**config.mk**
```make
export PLATFORM = sky130hd
export DESIGN_NAME = axi_lite_cmd_master
export DESIGN_NICKNAME = d
export VERILOG_FILES = /design/src/rtl/axi_lite_pkg.sv /design/src/rtl/axi_lite_cmd_master.sv
export SDC_FILE = /design/constraint.sdc
export NUM_CORES = 1
export LEC_CHECK = 0
export BUFFER_PORTS_ARGS = -buffer_cell sky130_fd_sc_hd__buf_2
export CORE_MARGIN = 5
export CORE_UTILIZATION = 35
export CTS_CLUSTER_SIZE = 25
export DETAILED_ROUTE_END_ITERATION = 8
export REMOVE_ABC_BUFFERS = 1
export SYNTH_ARGS = -nofsm -noshare
export SYNTH_HDL_FRONTEND = slang
export SYNTH_SLANG_ARGS = --single-unit
```
**constraint.sdc**
```tcl
create_clock -name clk -period 3.6 [get_ports clk]
set_clock_uncertainty 0.05 [all_clocks]
set_input_delay 0.54 -clock clk [delete_from_list [all_inputs] [get_ports clk]]
set_output_delay 0.54 -clock clk [all_outputs]
set_load 0.05 [all_outputs]
```
**src/rtl/axi_lite_pkg.sv**
```systemverilog
// Shared AXI-Lite definitions: response codes, command-master FSM states and
// register addresses of the action's global interrupt/status slave.
package axi_lite_pkg;

    localparam logic [1:0] RESP_OKAY   = 2'b00;
    localparam logic [1:0] RESP_EXOKAY = 2'b01;
    localparam logic [1:0] RESP_SLVERR = 2'b10;
    localparam logic [1:0] RESP_DECERR = 2'b11;

    // Register map of the global interrupt/status slave.
    localparam logic [31:0] REG_ACTION_TYPE = 32'h0000_0010;
    localparam logic [31:0] REG_IRQ_W1C     = 32'h0000_0030;
    localparam logic [31:0] REG_IRQ_MASK    = 32'h0000_0034;

    typedef enum logic [2:0] {
        ST_IDLE = 3'd0,
        ST_WR   = 3'd1,
        ST_WR_B = 3'd2,
        ST_RD_A = 3'd3,
        ST_RD_D = 3'd4,
        ST_DONE = 3'd5
    } state_t;

endpackage : axi_lite_pkg

```
**src/rtl/axi_lite_cmd_master.sv**
```systemverilog
// Single-outstanding AXI4-Lite master driven by a valid/ready command and
// response interface. Optional per-transaction watchdog enabled by the macro
// AXI_LITE_CMD_MASTER_TIMEOUT_EN.
module axi_lite_cmd_master
    import axi_lite_pkg::*;
#(
    parameter int unsigned DATA_WIDTH     = 32,
    parameter int unsigned ADDR_WIDTH     = 32,
    parameter int unsigned TIMEOUT_CYCLES = 1024
) (
    input  logic                    clk,
    input  logic                    rst_n,
    // command
    input  logic                    cmd_valid,
    output logic                    cmd_ready,
    input  logic                    cmd_write,
    input  logic [ADDR_WIDTH-1:0]   cmd_addr,
    input  logic [DATA_WIDTH-1:0]   cmd_wdata,
    input  logic [DATA_WIDTH/8-1:0] cmd_wstrb,
    // response
    output logic                    rsp_valid,
    input  logic                    rsp_ready,
    output logic [DATA_WIDTH-1:0]   rsp_rdata,
    output logic [1:0]              rsp_resp,
    output logic                    rsp_timeout,
    // AXI write address
    output logic                    m_axi_awvalid,
    input  logic                    m_axi_awready,
    output logic [ADDR_WIDTH-1:0]   m_axi_awaddr,
    output logic [2:0]              m_axi_awprot,
    // AXI write data
    output logic                    m_axi_wvalid,
    input  logic                    m_axi_wready,
    output logic [DATA_WIDTH-1:0]   m_axi_wdata,
    output logic [DATA_WIDTH/8-1:0] m_axi_wstrb,
    // AXI write response
    input  logic                    m_axi_bvalid,
    output logic                    m_axi_bready,
    input  logic [1:0]              m_axi_bresp,
    // AXI read address
    output logic                    m_axi_arvalid,
    input  logic                    m_axi_arready,
    output logic [ADDR_WIDTH-1:0]   m_axi_araddr,
    output logic [2:0]              m_axi_arprot,
    // AXI read data
    input  logic                    m_axi_rvalid,
    output logic                    m_axi_rready,
    input  logic [DATA_WIDTH-1:0]   m_axi_rdata,
    input  logic [1:0]              m_axi_rresp
);

    localparam int unsigned STRB_WIDTH = DATA_WIDTH / 8;

    state_t                  state_q, state_d;
    logic                    cmd_ready_q, cmd_ready_d;
    logic                    awvalid_q, awvalid_d;
    logic                    wvalid_q, wvalid_d;
    logic                    bready_q, bready_d;
    logic                    arvalid_q, arvalid_d;
    logic                    rready_q, rready_d;
    logic [ADDR_WIDTH-1:0]   addr_q, addr_d;
    logic [DATA_WIDTH-1:0]   wdata_q, wdata_d;
    logic [STRB_WIDTH-1:0]   wstrb_q, wstrb_d;
    logic                    rsp_valid_q, rsp_valid_d;
    logic [DATA_WIDTH-1:0]   rsp_rdata_q, rsp_rdata_d;
    logic [1:0]              rsp_resp_q, rsp_resp_d;

`ifdef AXI_LITE_CMD_MASTER_TIMEOUT_EN
    localparam int unsigned CNT_W = $clog2(TIMEOUT_CYCLES + 1);

    logic [CNT_W-1:0] tmo_cnt_q, tmo_cnt_d;
    logic             rsp_timeout_q, rsp_timeout_d;
    logic             busy;
    logic             hs;

    // Watchdog qualifiers: in an AXI phase, and whether that phase made progress.
    assign busy = (state_q == ST_WR) || (state_q == ST_WR_B) ||
                  (state_q == ST_RD_A) || (state_q == ST_RD_D);
    assign hs   = ((state_q == ST_WR) && ((awvalid_q && m_axi_awready) ||
                                          (wvalid_q && m_axi_wready))) ||
                  ((state_q == ST_WR_B) && m_axi_bvalid) ||
                  ((state_q == ST_RD_A) && m_axi_arready) ||
                  ((state_q == ST_RD_D) && m_axi_rvalid);

    assign rsp_timeout = rsp_timeout_q;
`else
    logic unused_tmo;

    // Watchdog is not built; its limit is deliberately unused.
    assign unused_tmo  = ^TIMEOUT_CYCLES;
    assign rsp_timeout = 1'b0;
`endif

    // State and output registers with synchronous active-low reset.
    always_ff @(posedge clk) begin
        if (!rst_n) begin
            state_q     <= ST_IDLE;
            cmd_ready_q <= 1'b1;
            awvalid_q   <= 1'b0;
            wvalid_q    <= 1'b0;
            bready_q    <= 1'b0;
            arvalid_q   <= 1'b0;
            rready_q    <= 1'b0;
            addr_q      <= '0;
            wdata_q     <= '0;
            wstrb_q     <= '0;
            rsp_valid_q <= 1'b0;
            rsp_rdata_q <= '0;
            rsp_resp_q  <= RESP_OKAY;
`ifdef AXI_LITE_CMD_MASTER_TIMEOUT_EN
            tmo_cnt_q     <= '0;
            rsp_timeout_q <= 1'b0;
`endif
        end else begin
            state_q     <= state_d;
            cmd_ready_q <= cmd_ready_d;
            awvalid_q   <= awvalid_d;
            wvalid_q    <= wvalid_d;
            bready_q    <= bready_d;
            arvalid_q   <= arvalid_d;
            rready_q    <= rready_d;
            addr_q      <= addr_d;
            wdata_q     <= wdata_d;
            wstrb_q     <= wstrb_d;
            rsp_valid_q <= rsp_valid_d;
            rsp_rdata_q <= rsp_rdata_d;
            rsp_resp_q  <= rsp_resp_d;
`ifdef AXI_LITE_CMD_MASTER_TIMEOUT_EN
            tmo_cnt_q     <= tmo_cnt_d;
            rsp_timeout_q <= rsp_timeout_d;
`endif
        end
    end

    // Next-state and next-output logic for the transaction FSM.
    always_comb begin
        state_d     = state_q;
        awvalid_d   = awvalid_q;
        wvalid_d    = wvalid_q;
        bready_d    = bready_q;
        arvalid_d   = arvalid_q;
        rready_d    = rready_q;
        addr_d      = addr_q;
        wdata_d     = wdata_q;
        wstrb_d     = wstrb_q;
        rsp_valid_d = rsp_valid_q;
        rsp_rdata_d = rsp_rdata_q;
        rsp_resp_d  = rsp_resp_q;
`ifdef AXI_LITE_CMD_MASTER_TIMEOUT_EN
        tmo_cnt_d     = tmo_cnt_q;
        rsp_timeout_d = rsp_timeout_q;
`endif

        case (state_q)
            ST_IDLE: begin
                if (cmd_valid && cmd_ready_q) begin
                    addr_d  = cmd_addr;
                    wdata_d = cmd_wdata;
                    wstrb_d = cmd_wstrb;
`ifdef AXI_LITE_CMD_MASTER_TIMEOUT_EN
                    rsp_timeout_d = 1'b0;
`endif
                    if (cmd_write) begin
                        state_d   = ST_WR;
                        awvalid_d = 1'b1;
                        wvalid_d  = 1'b1;
                    end else begin
                        state_d   = ST_RD_A;
                        arvalid_d = 1'b1;
                    end
                end
            end
            ST_WR: begin
                // Address and data channels complete independently.
                if (awvalid_q && m_axi_awready) begin
                    awvalid_d = 1'b0;
                end
                if (wvalid_q && m_axi_wready) begin
                    wvalid_d = 1'b0;
                end
                if (!awvalid_d && !wvalid_d) begin
                    state_d  = ST_WR_B;
                    bready_d = 1'b1;
                end
            end
            ST_WR_B: begin
                if (m_axi_bvalid) begin
                    bready_d    = 1'b0;
                    rsp_valid_d = 1'b1;
                    rsp_resp_d  = m_axi_bresp;
                    rsp_rdata_d = '0;
                    state_d     = ST_DONE;
                end
            end
            ST_RD_A: begin
                if (m_axi_arready) begin
                    arvalid_d = 1'b0;
                    rready_d  = 1'b1;
                    state_d   = ST_RD_D;
                end
            end
            ST_RD_D: begin
                if (m_axi_rvalid) begin
                    rready_d    = 1'b0;
                    rsp_valid_d = 1'b1;
                    rsp_resp_d  = m_axi_rresp;
                    rsp_rdata_d = m_axi_rdata;
                    state_d     = ST_DONE;
                end
            end
            ST_DONE: begin
                if (rsp_ready) begin
                    rsp_valid_d = 1'b0;
                    state_d     = ST_IDLE;
                end
            end
            default: begin
                state_d = ST_IDLE;
            end
        endcase

`ifdef AXI_LITE_CMD_MASTER_TIMEOUT_EN
        // Abandon a stalled phase; progress in the expiry cycle takes priority.
        if (busy && !hs && (tmo_cnt_q >= CNT_W'(TIMEOUT_CYCLES - 1))) begin
            awvalid_d     = 1'b0;
            wvalid_d      = 1'b0;
            bready_d      = 1'b0;
            arvalid_d     = 1'b0;
            rready_d      = 1'b0;
            rsp_valid_d   = 1'b1;
            rsp_resp_d    = RESP_SLVERR;
            rsp_rdata_d   = '0;
            rsp_timeout_d = 1'b1;
            state_d       = ST_DONE;
        end
        if (state_d != state_q) begin
            tmo_cnt_d = '0;
        end else if (busy && (tmo_cnt_q < CNT_W'(TIMEOUT_CYCLES))) begin
            tmo_cnt_d = tmo_cnt_q + CNT_W'(1);
        end
`endif

        cmd_ready_d = (state_d == ST_IDLE);
    end

    assign cmd_ready     = cmd_ready_q;
    assign rsp_valid     = rsp_valid_q;
    assign rsp_rdata     = rsp_rdata_q;
    assign rsp_resp      = rsp_resp_q;
    assign m_axi_awvalid = awvalid_q;
    assign m_axi_awaddr  = addr_q;
    assign m_axi_awprot  = 3'b000;
    assign m_axi_wvalid  = wvalid_q;
    assign m_axi_wdata   = wdata_q;
    assign m_axi_wstrb   = wstrb_q;
    assign m_axi_bready  = bready_q;
    assign m_axi_arvalid = arvalid_q;
    assign m_axi_araddr  = addr_q;
    assign m_axi_arprot  = 3'b000;
    assign m_axi_rready  = rready_q;

endmodule : axi_lite_cmd_master
```
==> flow_metrics.env, run 1 <==
export IMPL_status="complete, no violations"
export IMPL_clkSinkCount=112
export IMPL_max_stage_delay_ns=0.70
export IMPL_antenna_found_initial=0
export IMPL_grt_busiest_layer="met2"
export IMPL_layout_drive_gt1_share_pct=37.5
export IMPL_cts_tree="done"
export IMPL_synth_top_cell_by_area="dfxtp_1"
export IMPL_worstMarginPinSlew_ns=1.07
export IMPL_fp_row_count=43
export IMPL_synth_top_area_share_pct=45.3
export IMPL_dr_pass1_iters=6
export IMPL_slew_violations=0
export IMPL_grt_met1_usage_pct=17.4
export IMPL_regToRegStartpoint="state_q[0]$_SDFF_PN0_"
export IMPL_ys_ff_latch=112
export IMPL_grt_max_degree=58
export IMPL_multi_input_area_um2=2220
export IMPL_coreArea_um2=13900
export IMPL_place_congestion=0.825
export IMPL_diodes=0
export IMPL_crit_type="reg2reg"
export IMPL_drv_cap=0
export IMPL_crit_chain="and3b_1 > nand2_2 > buf_4 > nand2_1 > a21boi_0"
export IMPL_synth_cell_types=38
export IMPL_tns_ns=0
export IMPL_crit_arrival_ns=2.64
export IMPL_overflow=0
export IMPL_postLayoutCoreUtil_pct=45.9
export IMPL_regArea_um2=2240
export IMPL_p_leak_nw=3.23
export IMPL_synth_top_flop_cell="dfxtp_1"
export IMPL_post_route_drc_count=0
export IMPL_die_x_um=129
export IMPL_finalCritPeriodShare_pct=67.2
export IMPL_syn_area_um2=4950
export IMPL_layout_nets=870
export IMPL_clk_path_buf_depth=2
export IMPL_grt_use_met3_pct=6.14
export IMPL_cts_hold_buf=0
export IMPL_yosys_area_share_adder_pct=0
export IMPL_fmax_ghz=0.413
export IMPL_clock_latency_ns=0.34
export IMPL_wl_per_cell_um=14.4
export IMPL_fillers=1410
export IMPL_synth_seq_area_share_pct=45.3
export IMPL_synth_top_family_by_area="simple AND/OR/NAND/NOR gates"
export IMPL_grt_pass1_vias=4408
export IMPL_ios=262
export IMPL_cp_startpoint="state_q[0]$_SDFF_PN0_"
export IMPL_synth_compound_area_share_pct=14.2
export IMPL_cts_resized=0
export IMPL_numCtsBuffers=9
export IMPL_rsz0062_at_grt="no"
export IMPL_place_hpwl_um=10100
export IMPL_critical_path_required_ns=3.82
export IMPL_syn_to_final_growth_pct=28.7
export IMPL_slowest_stage="nand2_2"
export IMPL_grt_use_total_pct=15.7
export IMPL_io_buffers=254
export IMPL_synthSimpleGateAreaFrac_pct=22.7
export IMPL_start_kind="flop"
export IMPL_via_count=4333
export IMPL_power_density_nw_per_um2=736
export IMPL_synthXorXnorAreaFrac_pct=0
export IMPL_cp_buffers_inverters=1
export IMPL_placed_area_um2=6010
export IMPL_relSlewSlack_pct=28.7
export IMPL_cts_setup_buffers=0
export IMPL_start_util_pct=35.6
export IMPL_hold_start="cmd_wdata[2]"
export IMPL_dieArea_um2=16600
export IMPL_yosys_warnings=0
export IMPL_syn_avg_cell_area_um2=8.90
export IMPL_fin_total_pwr_mw=4.68
export IMPL_synthMuxAreaShare_pct=7.31
export IMPL_synthCells=556
export IMPL_wl_um=13500
export IMPL_synth_edf_count=0
export IMPL_cts_max_level=3
export IMPL_design_area_um2=6370
export IMPL_dpl_cell_count=925
export IMPL_crit_fanout=49
export IMPL_post_route_min_period_ns=2.42
export IMPL_clk_pin_slew_ns=0.07
export IMPL_layout_cells_non_filler=941
export IMPL_netlist_top_cells_area="dfxtp_1 (45%), nand2_1 (11%), a21boi_0 (8.2%)"
export IMPL_die_h_um=129
export IMPL_hold_path_class="in2reg"
export IMPL_path_delay_family="simple AND/OR/NAND/NOR gates"
export IMPL_finalSetupViolations=0
export IMPL_async_reset_ff_share_pct=0
export IMPL_drt_initial_drc_count=99
export IMPL_clockRootBuffer="clkbuf_16"
export IMPL_vdd_drop_max_mv=0.464
export IMPL_ant_nets=0
export IMPL_use_met2_pct=26.4
export IMPL_viasPerCell=4.60
export IMPL_end_kind="flop"
export IMPL_final_hold_viol_count=0
export IMPL_grt_first_pass_wirelength_um=20900
logic make-up after synthesis:
group | count (synthesis)
multiplexers | 36
AO/OA/AOI/OAI | 92
buffers and inverters | 80
other | 1
flip-flops | 112
AND/OR/NAND/NOR | 235
routing by layer:
metal,part of all wire (%),up-vias
li1,-,2147
met1,39,1950
met2,47,210
met3,11,26
met4,3.2,0
met5,0,-
sequential cells by signal, indices dropped and copies added (netlist names):
name / flops
m_axi_awvalid: 1
m_axi_arvalid: 1
m_axi_bready: 1
m_axi_wvalid: 1
m_axi_wstrb: 4
cmd_ready: 1
m_axi_rready: 1
rsp_resp: 2
state_q: 3
rsp_valid: 1
m_axi_wdata: 32
rsp_rdata: 32
m_axi_araddr: 32
power by group:
group	switching [mW]	total, mW	internal (mW)
combinational	1.46	1.94	0.479
clock	0.471	1.16	0.689
sequential	0.151	1.58	1.43
total	2.08	4.68	2.60
cells in the mapped netlist, types with 2 or more instances:
library cell / count
nand2b_1: 4
and2_1: 33
buf_2: 14
a21boi_0: 54
or2_1: 2
o21ai_0: 2
a21boi_1: 22
and3b_1: 2
buf_4: 41
a21oi_1: 3
nand2_1: 148
mux2i_1: 35
clkbuf_1: 16
buf_6: 6
inv_1: 3
a32oi_1: 2
dfxtp_1: 112
nand3_1: 2
nor2b_1: 35
and3_1: 2
placed cells by master (no fill, tap or decap), types with 3 or more instances in the layout:
master     instances
nor2b_1           35
buf_2            254
a21boi_0          54
a21boi_1          22
dfxtp_1          112
inv_1              3
a21oi_1            3
and2_1            32
clkbuf_16          9
bufinv_16          3
nand2_1          148
buf_4              6
conb_1             7
nand2b_1           4
mux2i_1           35
path summary, 6_finish.rpt:
check                                 endpoint  depth (start not counted)  slack [ns]
hold / removal     m_axi_wdata[2]$_SDFFE_PN0P_                          3        0.37
setup reg to reg  m_axi_araddr[3]$_SDFFE_PN0P_                          5        1.18
setup / recovery  m_axi_araddr[3]$_SDFFE_PN0P_                          5        1.18
hold reg to reg    m_axi_wdata[2]$_SDFFE_PN0P_                          2        0.40
layout make-up:
type / count / share of cell area [%]
sequential: 112 / 35.2
multi-input combinational: 370 / 34.9
tap: 180 / 3.54
clock buffer: 9 / 3.54
timing repair buffer: 260 / 20.7
clock inverter: 7 / 1.99
inverter: 3 / 0.177
stage by stage:
step                hold WS (ns)  worst slack [ns]
floorplan                  0.497             0.908
global placement           0.386              1.27
detailed placement         0.394              1.16
CTS                        0.349              1.16
global route               0.363             0.956
finish                     0.371              1.18
worst reg2reg max path: stages, from the launching register on:
cell and delay (ns):
dfxtp_1 0.63, and3b_1 0.30, nand2_2 0.71, buf_4 0.39, nand2_1 0.08, a21boi_0 0.19
Power figures use the tool's default switching activity.
==> inputs of run 2 (changes only) <==
Settings changed: ABC_AREA set to 1, PLACE_DENSITY set to 0.68.
Clock period 3.6 ns to 2.1 ns, I/O delays scaled along.
==> run 2 against run 1 <==
Via count grew 3.5%. Synthesized area decreased by 3.1%. Wire length up 4.1%. Non-clock buffer count increased by 3. Clock power rose by 55%. Register-to-register slack got worse by 0.73 ns. Critical path type unchanged. Largest cell class unchanged. Highest routed layer is now met5.
==> flow_metrics.env, run 2 <==
export IMPL_switching_share_pct=52.1
export IMPL_p_leak_nw=2.98
export IMPL_comb_power_share_pct=53.7
export IMPL_multi_input_area_um2=1980
export IMPL_wl_um=14100
export IMPL_dr_pass1_iters=4
export IMPL_start_util_pct=35.9
export IMPL_cts_resized=0
export IMPL_pwr_share_clk_pct=17.2
export IMPL_synth_top_flop_cell="dfxtp_1"
export IMPL_syn_avg_cell_area_um2=8.31
export IMPL_synth_top_cell_by_area="dfxtp_1"
export IMPL_synth_cell_types=29
export IMPL_p_switching_mw=5.44
export IMPL_fp_row_count=42
export IMPL_regArea_um2=2240
export IMPL_drv_cap=0
export IMPL_wl_per_cell_um=14.7
export IMPL_dieArea_um2=16100
export IMPL_crit_chain="inv_2 > nand2_2 > nor2_2 > nand2_4 > nand2_8 > inv_4 > a21oi_1 > nor2_1"
export IMPL_synthCells=577
export IMPL_cp_buffers_inverters=2
export IMPL_final_hold_viol_count=0
export IMPL_path_delay_family="buffers and inverters"
export IMPL_numCtsBuffers=9
export IMPL_yosys_warnings=0
export IMPL_syn_area_um2=4790
export IMPL_synth_seq_area_share_pct=46.8
export IMPL_cts_max_level=3
export IMPL_die_h_um=127
export IMPL_synth_edf_count=0
export IMPL_final_common_cell="buf_2"
export IMPL_drt_initial_drc_count=228
export IMPL_grt_first_pass_wirelength_um=21300
export IMPL_ant_nets=0
export IMPL_slew_violations=0
export IMPL_place_hpwl_um=10200
export IMPL_crit_type="reg2reg"
export IMPL_clk_pin_slew_ns=0.08
export IMPL_grt_use_total_pct=16.3
export IMPL_fillers=1328
export IMPL_grt_pass1_vias=3969
export IMPL_vdd_drop_max_mv=0.820
export IMPL_ios=262
export IMPL_critical_path_required_ns=2.35
export IMPL_layout_nets=890
export IMPL_fmax_ghz=0.605
export IMPL_io_buffers=254
export IMPL_seq_power_share_pct=29.1
export IMPL_via_count=4485
export IMPL_crit_fanout=37
export IMPL_yosysMostFrequentCell="dfxtp_1"
export IMPL_place_congestion=0.802
export IMPL_clockRootBuffer="clkbuf_16"
export IMPL_dpl_cell_count=941
export IMPL_diodes=0
export IMPL_synth_top_area_share_pct=46.8
export IMPL_post_route_drc_count=0
export IMPL_fin_total_pwr_mw=10.5
export IMPL_status="complete, no violations"
export IMPL_antenna_found_initial=1
export IMPL_coreArea_um2=13300
export IMPL_layout_drive_gt1_share_pct=44.2
export IMPL_cts_tree="done"
export IMPL_hold_path_class="in2reg"
export IMPL_netlist_top_cells_count="dfxtp_1 (112), nand2_1 (91), nand3_1 (68), a21oi_1 (67), buf_4 (45)"
export IMPL_async_reset_ff_share_pct=0
export IMPL_netlist_top_cells_area="dfxtp_1 (47%), a21oi_2 (7.3%), nand2_1 (7.1%)"
export IMPL_start_kind="flop"
export IMPL_end_kind="flop"
export IMPL_ys_ff_latch=112
export IMPL_ff2ff_setup_slack_ns=0.45
export IMPL_clkSinkCount=112
export IMPL_die_x_um=127
export IMPL_finalSetupViolations=0
export IMPL_slowest_stage="dfxtp_1"
export IMPL_post_route_min_period_ns=1.65
export IMPL_clk_path_buf_depth=2
export IMPL_grt_max_degree=70
export IMPL_cts_setup_buffers=0
export IMPL_crit_arrival_ns=1.90
export IMPL_cts_hold_buf=0
export IMPL_power_density_nw_per_um2=1690
export IMPL_overflow=0
export IMPL_final_cell_mix="buf_2 (254), dfxtp_1 (112), nand2_1 (91)"
export IMPL_syn_to_final_growth_pct=29.3
export IMPL_viasPerCell=4.69
export IMPL_max_stage_delay_ns=0.45
export IMPL_layout_cells_non_filler=957
export IMPL_rsz0062_at_grt="no"
export IMPL_internal_power_mw=5.01
export IMPL_finalCritPeriodShare_pct=78.8
export IMPL_clock_latency_ns=0.36
## run 2: changes by cell type after synthesis, sizes merged, moves of 33 or more
cell	before	now
and2	33	0
mux2i	35	0
o21ai	2	36
nand2	149	96
nor2b	35	0
nand3	2	80
a21oi	3	107
a21boi	77	0
nor2	1	46
## run 2: final timing paths
| check | from | endpoint | cells past startpoint |
|---|---|---|---|
| setup reg to reg | state_q[2]$_SDFF_PN0_ | rsp_rdata[0]$_SDFFE_PN0P_ | 8 |
| hold / removal | m_axi_rdata[16] | rsp_rdata[16]$_SDFFE_PN0P_ | 3 |
| hold reg to reg | m_axi_wdata[21]$_SDFFE_PN0P_ | m_axi_wdata[21]$_SDFFE_PN0P_ | 2 |
| setup / recovery | state_q[2]$_SDFF_PN0_ | rsp_rdata[0]$_SDFFE_PN0P_ | 8 |
## run 2: cell families (layout without fill, tap and decap cells)
family	after synthesis	after routing	synth area share [%]
other	1	7	0.0783
buffers and inverters	94	292	12.4
flip-flops	112	112	46.8
AO/OA/AOI/OAI	145	145	18.5
AND/OR/NAND/NOR	225	225	22.3
## run 2: power by group through the flow
stage | sequential, mW | clock [mW] | combinational, mW
floorplan | 5.38 | 0 | 1.80
global placement | 3.08 | 0 | 5.66
detailed placement | 3.08 | 0 | 5.67
CTS | 3.04 | 1.87 | 5.67
global route | 3.12 | 1.94 | 5.96
finish | 3.04 | 1.80 | 5.61
## run 2: routing by layer
| metal | vias up | share of wire, % | track usage (%) |
|---|---|---|---|
| met5 | - | 0.078 | 0 |
| met4 | 2 | 1.8 | 5.43 |
| met3 | 19 | 11 | 6.22 |
| met2 | 200 | 44 | 25.1 |
| met1 | 1986 | 44 | 21.2 |
| li1 | 2278 | - | - |
## run 2: layout make-up
cell class	instances	share of cell area, %
sequential	112	36.2
timing repair buffer	263	22.4
tap	176	3.55
clock inverter	5	0.989
inverter	13	0.848
clock buffer	11	4.08
multi-input combinational	377	31.9
## run 2: worst min-delay path, stage by stage
cell     delay, ns
buf_2         0.09
a21oi_2       0.04
nor2_1        0.07
## run 2: stage by stage
step / area (µm²) / TNS, ns / util, % / hold WS, ns / worst slack, ns
finish: 6200 / 0 / 46.4 / 0.134 / 0.446
global route: 6200 / 0 / 46.4 / 0.122 / 0.284
CTS: 6200 / 0 / 46.4 / 0.112 / 0.430
detailed placement: 5880 / 0 / 44.1 / 0.403 / 0.442
global placement: 5880 / 0 / 44.1 / 0.400 / 0.468
floorplan: 4270 / -38.88 / - / 0.334 / -0.638
